**src/rtl/pmod_dac_multich_pkg.sv**
```systemverilog
// Shared types and frame formatting for the multi-channel DAC121S101 driver.
package pmod_dac_pkg;

  typedef enum logic [1:0] {
    IDLE  = 2'd0,
    SHIFT = 2'd1,
    GAP   = 2'd2
  } state_t;

  localparam int FRAME_W = 16;
  localparam int DAC_RES = 12;

  localparam logic [1:0] PD_NORMAL = 2'b00;
  localparam logic [1:0] PD_1K     = 2'b01;
  localparam logic [1:0] PD_100K   = 2'b10;
  localparam logic [1:0] PD_HIZ    = 2'b11;

  // Narrow samples are left-justified so the DAC sees full-scale range.
  function automatic logic [FRAME_W-1:0] build_frame(input logic [1:0]         pd,
                                                     input logic [DAC_RES-1:0] samp,
                                                     input int unsigned        samp_w);
    logic [DAC_RES-1:0] w_just;
    w_just = samp << (DAC_RES - samp_w);
    return {2'b00, pd, w_just};
  endfunction

endpackage

```
**src/rtl/dac_sclk_gen.sv**
```systemverilog
// SCLK half-period tick generator; restarts on frame start so phase is deterministic.
module dac_sclk_gen #(
  parameter int CLK_DIV = 4
) (
  input  logic gclk,
  input  logic grst_n,
  input  logic i_restart,
  input  logic i_run,
  input  logic i_toggle_en,
  output logic o_tick,
  output logic o_sclk
);

  localparam int CW = (CLK_DIV > 1) ? $clog2(CLK_DIV) : 1;
  localparam logic [CW-1:0] LAST = CW'(CLK_DIV - 1);

  logic [CW-1:0] r_cnt;
  logic          r_sclk;

  assign o_tick = i_run && (r_cnt == LAST);
  assign o_sclk = r_sclk;

  always_ff @(posedge gclk or negedge grst_n) begin
    if (!grst_n) begin
      r_cnt  <= '0;
      r_sclk <= 1'b1;
    end else begin
      if (i_restart || !i_run || o_tick) r_cnt <= '0;
      else                               r_cnt <= r_cnt + 1'b1;
      // SCLK parks high whenever toggling is not enabled (idle and sync gap).
      if (i_restart || !i_toggle_en) r_sclk <= 1'b1;
      else if (o_tick)               r_sclk <= ~r_sclk;
    end
  end

endmodule

```
**src/rtl/pmod_dac_multich.sv**
```systemverilog
// NUM_CH serial DAC driver sharing SCLK/SYNC, with valid/ready intake and auto-refresh.
module pmod_dac_multich
  import pmod_dac_pkg::*;
#(
  parameter int NUM_CH   = 2,
  parameter int DATA_W   = 12,
  parameter int CLK_DIV  = 4,
  parameter int SYNC_GAP = 2
) (
  input  logic                     CLK_i,
  input  logic                     ARESETN_i,
  input  logic [NUM_CH*DATA_W-1:0] DATA_i,
  input  logic [1:0]               PD_MODE_i,
  input  logic                     VALID_i,
  output logic                     READY_o,
  input  logic                     AUTO_i,
  output logic                     BUSY_o,
  output logic                     DONE_o,
  output logic                     DAC_SCLK_o,
  output logic                     DAC_SYNC_o,
  output logic [NUM_CH-1:0]        DAC_DIN_o
);

  if (DATA_W < 1 || DATA_W > DAC_RES) begin : g_bad_data_w
    $error("pmod_dac_multich: DATA_W must be in 1..12");
  end
  if (NUM_CH < 1 || NUM_CH > 8) begin : g_bad_num_ch
    $error("pmod_dac_multich: NUM_CH must be in 1..8");
  end

  localparam logic [5:0] SHIFT_LAST = 6'd31;
  localparam logic [5:0] GAP_LAST   = 6'(2*SYNC_GAP - 1);

  state_t                           r_state, w_nxt;
  logic [5:0]                       r_hp;
  logic [NUM_CH*DATA_W-1:0]         r_data;
  logic [1:0]                       r_pd;
  logic [NUM_CH-1:0][FRAME_W-1:0]   r_shreg;
  logic                             r_done;
  logic                             w_tick, w_sclk, w_accept, w_start, w_last_hp, w_shift;
  logic [NUM_CH*DATA_W-1:0]         w_src_data;
  logic [1:0]                       w_src_pd;

  assign w_accept   = (r_state == IDLE) && VALID_i;
  assign w_start    = (r_state == IDLE) && (VALID_i || AUTO_i);
  assign w_last_hp  = (r_state == SHIFT) ? (r_hp == SHIFT_LAST) : (r_hp == GAP_LAST);
  // DIN advances only on SCLK rising edges (tick while SCLK is low).
  assign w_shift    = (r_state == SHIFT) && w_tick && !w_sclk;
  assign w_src_data = w_accept ? DATA_i    : r_data;
  assign w_src_pd   = w_accept ? PD_MODE_i : r_pd;

  dac_sclk_gen #(.CLK_DIV(CLK_DIV)) u_sclk (
    .gclk        (CLK_i),
    .grst_n      (ARESETN_i),
    .i_restart   (w_start),
    .i_run       (r_state != IDLE),
    .i_toggle_en (r_state == SHIFT),
    .o_tick      (w_tick),
    .o_sclk      (w_sclk)
  );

  always_ff @(posedge CLK_i or negedge ARESETN_i) begin
    if (!ARESETN_i) r_state <= IDLE;
    else            r_state <= w_nxt;
  end

  always_comb begin
    w_nxt = r_state;
    unique case (r_state)
      IDLE:    if (w_start)               w_nxt = SHIFT;
      SHIFT:   if (w_tick && w_last_hp)   w_nxt = GAP;
      GAP:     if (w_tick && w_last_hp)   w_nxt = IDLE;
      default:                            w_nxt = IDLE;
    endcase
  end

  always_comb begin
    READY_o    = (r_state == IDLE);
    BUSY_o     = (r_state != IDLE);
    DAC_SYNC_o = (r_state != SHIFT);
    DAC_SCLK_o = w_sclk;
    DONE_o     = r_done;
    for (int ch = 0; ch < NUM_CH; ch++) DAC_DIN_o[ch] = r_shreg[ch][FRAME_W-1];
  end

  always_ff @(posedge CLK_i or negedge ARESETN_i) begin
    if (!ARESETN_i) begin
      r_hp   <= '0;
      r_done <= 1'b0;
      r_data <= '0;
      r_pd   <= PD_NORMAL;
    end else begin
      r_done <= (r_state == GAP) && w_tick && w_last_hp;
      if (w_start || (w_tick && w_last_hp)) r_hp <= '0;
      else if (w_tick)                      r_hp <= r_hp + 6'd1;
      if (w_accept) begin
        r_data <= DATA_i;
        r_pd   <= PD_MODE_i;
      end
    end
  end

  always_ff @(posedge CLK_i or negedge ARESETN_i) begin
    if (!ARESETN_i) begin
      r_shreg <= '0;
    end else begin
      for (int ch = 0; ch < NUM_CH; ch++) begin
        if (w_start)
          r_shreg[ch] <= build_frame(w_src_pd, DAC_RES'(w_src_data[ch*DATA_W +: DATA_W]), DATA_W);
        else if (w_shift)
          r_shreg[ch] <= {r_shreg[ch][FRAME_W-2:0], 1'b0};
      end
    end
  end

endmodule

```
**config.mk**
```make
export PLATFORM = sky130hd
export DESIGN_NAME = pmod_dac_multich
export DESIGN_NICKNAME = d
export VERILOG_FILES = /design/src/rtl/pmod_dac_multich_pkg.sv /design/src/rtl/dac_sclk_gen.sv /design/src/rtl/pmod_dac_multich.sv
export SDC_FILE = /design/constraint.sdc
export NUM_CORES = 1
export LEC_CHECK = 0
export ABC_AREA = 1
export ABC_CLOCK_PERIOD_IN_PS = 2200
export BUFFER_PORTS_ARGS = -buffer_cell sky130_fd_sc_hd__buf_4
export CORE_ASPECT_RATIO = 0.8
export CORE_MARGIN = 2
export CORE_UTILIZATION = 52
export CTS_CLUSTER_DIAMETER = 50
export CTS_CLUSTER_SIZE = 20
export DETAILED_ROUTE_END_ITERATION = 6
export HOLD_SLACK_MARGIN = 0.15
export PLACE_DENSITY = 0.71
export REMOVE_ABC_BUFFERS = 1
export SYNTH_ARGS = -nofsm -noshare
export SYNTH_HDL_FRONTEND = slang
export SYNTH_SLANG_ARGS = --single-unit
```
**constraint.sdc**
```tcl
create_clock -name CLK_i -period 2.2 [get_ports CLK_i]
set_input_delay 0.22 -clock CLK_i [delete_from_list [all_inputs] [get_ports CLK_i]]
set_output_delay 0.22 -clock CLK_i [all_outputs]
set_load 0.01 [all_outputs]
```
Word-level counts from Yosys, hierarchy flattened
Cells that the tools add are included.
- equal/unequal tests: 9
- $mul: 0
- muxes and demuxes: 16
- reductions and logical operators: 22
- magnitude comparators: 0
- bitwise gates (word level): 1
- div/mod/pow operators: 0
- shift operators: 0
- add/subtract/negate cells: 2
- operators with widths (kind ; number):
    $mux 16 ; 4
    $mux 24 ; 1
    $mux 6 ; 2
    $mux 2 ; 5
    $logic_and 1x1->1 ; 8
    $reduce_bool 2->1 ; 4
    $add 6x1->6 const B ; 1
    $eq 6x2->1 const B ; 1
    $eq 6x5->1 const B ; 1
    $pmux 2 s3 ; 1
    $logic_or 1x1->1 ; 5
    $eq 2x2->1 const B ; 2
    $ne 2x1->1 const B ; 2
    $ne 2x2->1 const B ; 2
    $logic_not 1->1 ; 3
    $mux 1 ; 3
    $reduce_and 3->1 ; 1
    $add 2x1->2 const B ; 1
    $eq 2x1->1 const B ; 1
    $logic_not 2->1 ; 1
    $not 1->1 ; 1
- output and inout bits: 7
- memories: 0
- input bits: 30
- logic and storage cells: 59
- bits in latches: 0
- memory bits (writable): 0
- memory bits (read-only): 0
- flip-flop bits (word level): 70

Longest topological paths before layout
- depth in word-level cells: 6
- depth in mapped cells: 9
- depth with buffers taken out: 8

By module
From an unflattened synthesis, not the netlist that was laid out.
- cell total of the unflattened synthesis: 357
- area total of the unflattened synthesis: 3105.5 um2
- by module, submodules not included (module ; area each (um2) ; times used ; sequential area each (um2) ; cells an instance):
    pmod_dac_multich ; 2961.6 ; 1 ; 1676.6 ; 340
    dac_sclk_gen ; 143.9 ; 1 ; 76.3 ; 17

Worst setup path after synthesis
No wires, ideal clock.
- kind: flip-flop to flip-flop
- start point: register u_sclk.r_cnt[0]
- end point: register r_shreg, in the netlist DAC_DIN_o[0]
- stages on the path, launching flop included: 10
- data arrival time: 1.251 ns
- slack: 0.816 ns
- library setup time: 0.134 ns
- period minus slack after synthesis: 1.384 ns
- required time: 2.066 ns
- path buffers: 1
- cells stage by stage: dfrtp_1 -> ha_1 -> inv_1 -> nor2_1 -> nand2_4 -> nand2_2 -> inv_2 -> buf_6 -> nand2_1 -> o21ai_0
- word-level cells in the longest chain between the ends: 5
- ends and longest elaborated chain (what ; line ; RTL):
    from (decl) ; dac_sclk_gen.sv:17 ; logic [CW-1:0] r_cnt;
    from (signal assigned) ; dac_sclk_gen.sv:29 ; else r_cnt <= r_cnt + 1'b1;
    $eq 2x2->1 ; dac_sclk_gen.sv:20 ; assign o_tick = i_run && (r_cnt == LAST);
    $logic_and 1x1->1 ; dac_sclk_gen.sv:20 ;
    $logic_and 1x1->1 (2 in a row) ; pmod_dac_multich.sv:48 ; assign w_shift = (r_state == SHIFT) && w_tick && !w_sclk;
    $reduce_bool 2->1 (no line) ; - ;
    to (signal, indexed assignment) ; pmod_dac_multich.sv:109 ; r_shreg[ch] <= build_frame(w_src_pd, DAC_RES'(w_src_data[ch*DATA_W +: DATA_W]), DATA_W);
    to (signal, indexed assignment) ; pmod_dac_multich.sv:111 ; r_shreg[ch] <= {r_shreg[ch][FRAME_W-2:0], 1'b0};
    to (decl) ; pmod_dac_multich.sv:38 ; logic [NUM_CH-1:0][FRAME_W-1:0] r_shreg;
Every way passes these cells.
A chain may end at the register's enable or synchronous reset.

Final worst setup path
- start point: register u_sclk.r_cnt[0]
- end point: register r_shreg[12] (netlist bit)
Same word-level chain as after synthesis.

==> impl_results.md <==
- Outcome: finished, final reports clean
- Filler cell count: 505
- H-tree levels: 3
- Cells after synthesis: 350
- Antenna Nets Post-Route: 0
- Main combinational cell family by area after synthesis: simple AND/OR/NAND/NOR gates
- Rel. slew slack: 42.90%
- First-pass iteration count of the detailed router: 4
- Worst path required time: 2.42 ns
- NumNets Final: 437
- Sequential fraction of the synthesis area: 56.81%
- Synth Warn #: 0
- Clk slew on worst S/H paths: 0.07 ns
- Minimum clock period: 1.858 ns
- CTS tree: done
- Worst slew pin tran: 0.8564 ns
- WL/cell: 13.15 um
- Class of the worst hold path: input pin to flip-flop
- Worst R2R End: r_shreg[12]$_DFFE_PN0P_
- Post-synthesis cell area: 3085 sq um
- Post-CTS Repair Setup Buffers: 0
- Initial antenna violation count: 0
- Commonest cells after routing, fill and taps aside: nand2_1 (123), dfrtp_1 (69), buf_4 (40), nand3_1 (32), dlygate4sd3_1 (23)
- Critical Path AT: 2.08 ns
- N_diodes: 0
- Hold depth: 3
- Post-synthesis mux area share: 0%
- Area Overhead vs Synth: 22.99%
- WHS: 0.1535 ns
- Post-synthesis simple-gate area fraction: 25.83%
- Inserted Clock Buffers: 9
- Placed cell count: 452
- Final Setup Violations: 0
- Critical path peak fanout: 18
- CTS Sinks: 70
- CP peak stage delay: 0.36 ns
- First-pass GRT wire length: 11550 um
- Max cap viols: 0
- Via count: 2521
- Worst skew pair latency: 0.34 ns
- Ranking of synthesized cells by area: dfrtp_1 (56%), nand2_1 (15%), nand3_1 (5.2%)
- Synth Area per Inst: 8.816 sq um
- Startpoint Class: flip-flop
- Min-Delay Endpoint: r_data[3]$_DFF_PN0_
- DRC: 0
- Post-Synth XOR/XNOR Area: 0.5677%
- GRT overflow: 0
- Final worst path period share: 84.44%
- Area share of fa/ha/maj cells after synthesis: 0.8110%
- Core ar.: 5818 sq um
- Die span in x: 90.12 um
- Clock tree root driver cell: clkbuf_8
- Distinct cells, synth: 29
- Max Root-Sink Buffers: 2
- Initial Utilization: 53.03%
- Global placement routability congestion: 0.7568
- Power Density: 658.8 nW/um^2
- Setup Skew: 0.01042 ns
- Commonest non-fill, non-tap cell in the layout: nand2_1
- Die ar.: 6569 sq um
- Buf/Inv on CP: 2
- Final design utilization: 65.23%
- Seq. cell area: 1753 sq um
- Fmax: 538.3 MHz
- Die Span Y: 72.90 um
- Crit path cell chain: ha_1 -> inv_1 -> nor2_1 -> nand2_4 -> nand2_2 -> inv_2 -> nand2_1 -> o211ai_1
- Reg2reg setup slack: 0.34 ns
- Post-route insts no fill: 491
- Layout cells sized above 1: 15.37%
- 1st-iter DRT viols: 145
- R2r startpoint: u_sclk.r_cnt[0]$_DFF_PN0_
- Placement row count: 25
- Total wire length: 6459 um
- Multi-input logic area: 1112 sq um
- Compound-Gate Fraction of Synth Area: 8.840%
- Crit path capture type: flip-flop
- Delay-heaviest family, CP: simple AND/OR/NAND/NOR gates
- Port buffer count: 36
- Final hold violation count: 0
- Worst reg2reg path depth: 8
- Max rail drop VDD: 0.0004819 V
- Dominant cell type by area after synthesis: dfrtp_1
- CP Class: flip-flop to flip-flop
- Unrepaired setup endpoints after global routing: no
- GR Util All Layers: 22.12%
- DP Wirelength: 4080 um
- IO Pins: 37
- Setup TNS: 0 ns
- Fin. max-slew vios: 0
- Pwr Total: 2.500 mW
- Hold wc startpoint: DATA_i[3]
- Number of global-route vias before repair: 2468
- Vias per cell: 5.134
- Area fraction of the dominant cell type after synthesis: 55.96%
- Highest-delay cell along the critical path: dfrtp_1
- Yosys reg bits: 70
- Critical Path Source: u_sclk.r_cnt[0]$_DFF_PN0_
- Leak Pwr: 1.907 nW
- Largest net degree at the start of global routing: 71
-- layout make-up --
class	count	area share (%)
clock buffers	13	3.660
clock inverters	3	1.813
inverters	24	2.374
multi-input cells	237	29.31
flip-flops and latches	70	46.19
well taps	81	2.671
repair buffers	63	13.98
-- metal layers --
layer	vias up	part of all wire [%]	GRT usage [%]
met5	-	0	0
met4	0	1.5	7.521
met3	11	3.8	5.579
met2	42	44	33.58
met1	1222	50	31.59
li1	1246	-	-
-- how the worst max path moves through the flow --
stage	to	slack, ns	cells past startpoint
5_1_grt	r_shreg[24]$_DFFE_PN0P_	0.13	8
2_1_floorplan	r_shreg[12]$_DFFE_PN0P_	0.34	6
4_1_cts	r_shreg[12]$_DFFE_PN0P_	0.35	8
3_3_place_gp	r_shreg[12]$_DFFE_PN0P_	0.43	8
6_report	r_shreg[12]$_DFFE_PN0P_	0.34	8
3_5_place_dp	r_shreg[12]$_DFFE_PN0P_	0.38	6
-- cell usage after synthesis, drive strengths merged --
master,n
ha,2
buf,15
nand4,6
nor3b,1
xor2,2
inv,24
nand2,127
and3,1
clkbuf,4
o21bai,1
o221ai,6
o211ai,4
nor2,19
o21ai,28
a21oi,5
nor3,1
dfstp,1
dfrtp,69
nand3,33
o22ai,1
-- cell families after synthesis --
group / Yosys count
xor+xnor: 2
fa+ha+maj: 2
flops: 70
simple gates: 188
compound gates: 45
buf+inv: 43
-- timing repair --
item	CTS	global route
hold buffers	23	0
gates resized for setup	0	0
hold endpoints to repair	91	0
-- power breakdown --
| group | switching [mW] | internal (mW) |
|---|---|---|
| Combinational | 0.0468 | 0.0600 |
| Clock | 0.464 | 0.643 |
| Sequential | 0 | 1.29 |
-- state kept, by name, summed over array words and instances (netlist names) --
signal	count
u_sclk.o_sclk	1
DONE_o	1
r_hp	6
r_shreg	30
DAC_DIN_o	2
r_data	24
u_sclk.r_cnt	2
r_state	2
r_pd	2
-- through the flow --
step	setup slack (ns)	area [sq um]
after floorplan	0.3396	2955
after global placement	0.4332	3357
after detailed placement	0.3802	3357
after CTS	0.3541	3795
after global routing	0.1333	3795
final	0.3422	3795
-- worst min-delay path, cell delays in order --
cell and delay (ns):
buf_4 0.08, nand3_1 0.06, nand2_1 0.09
Power figures use the tool's default switching activity.
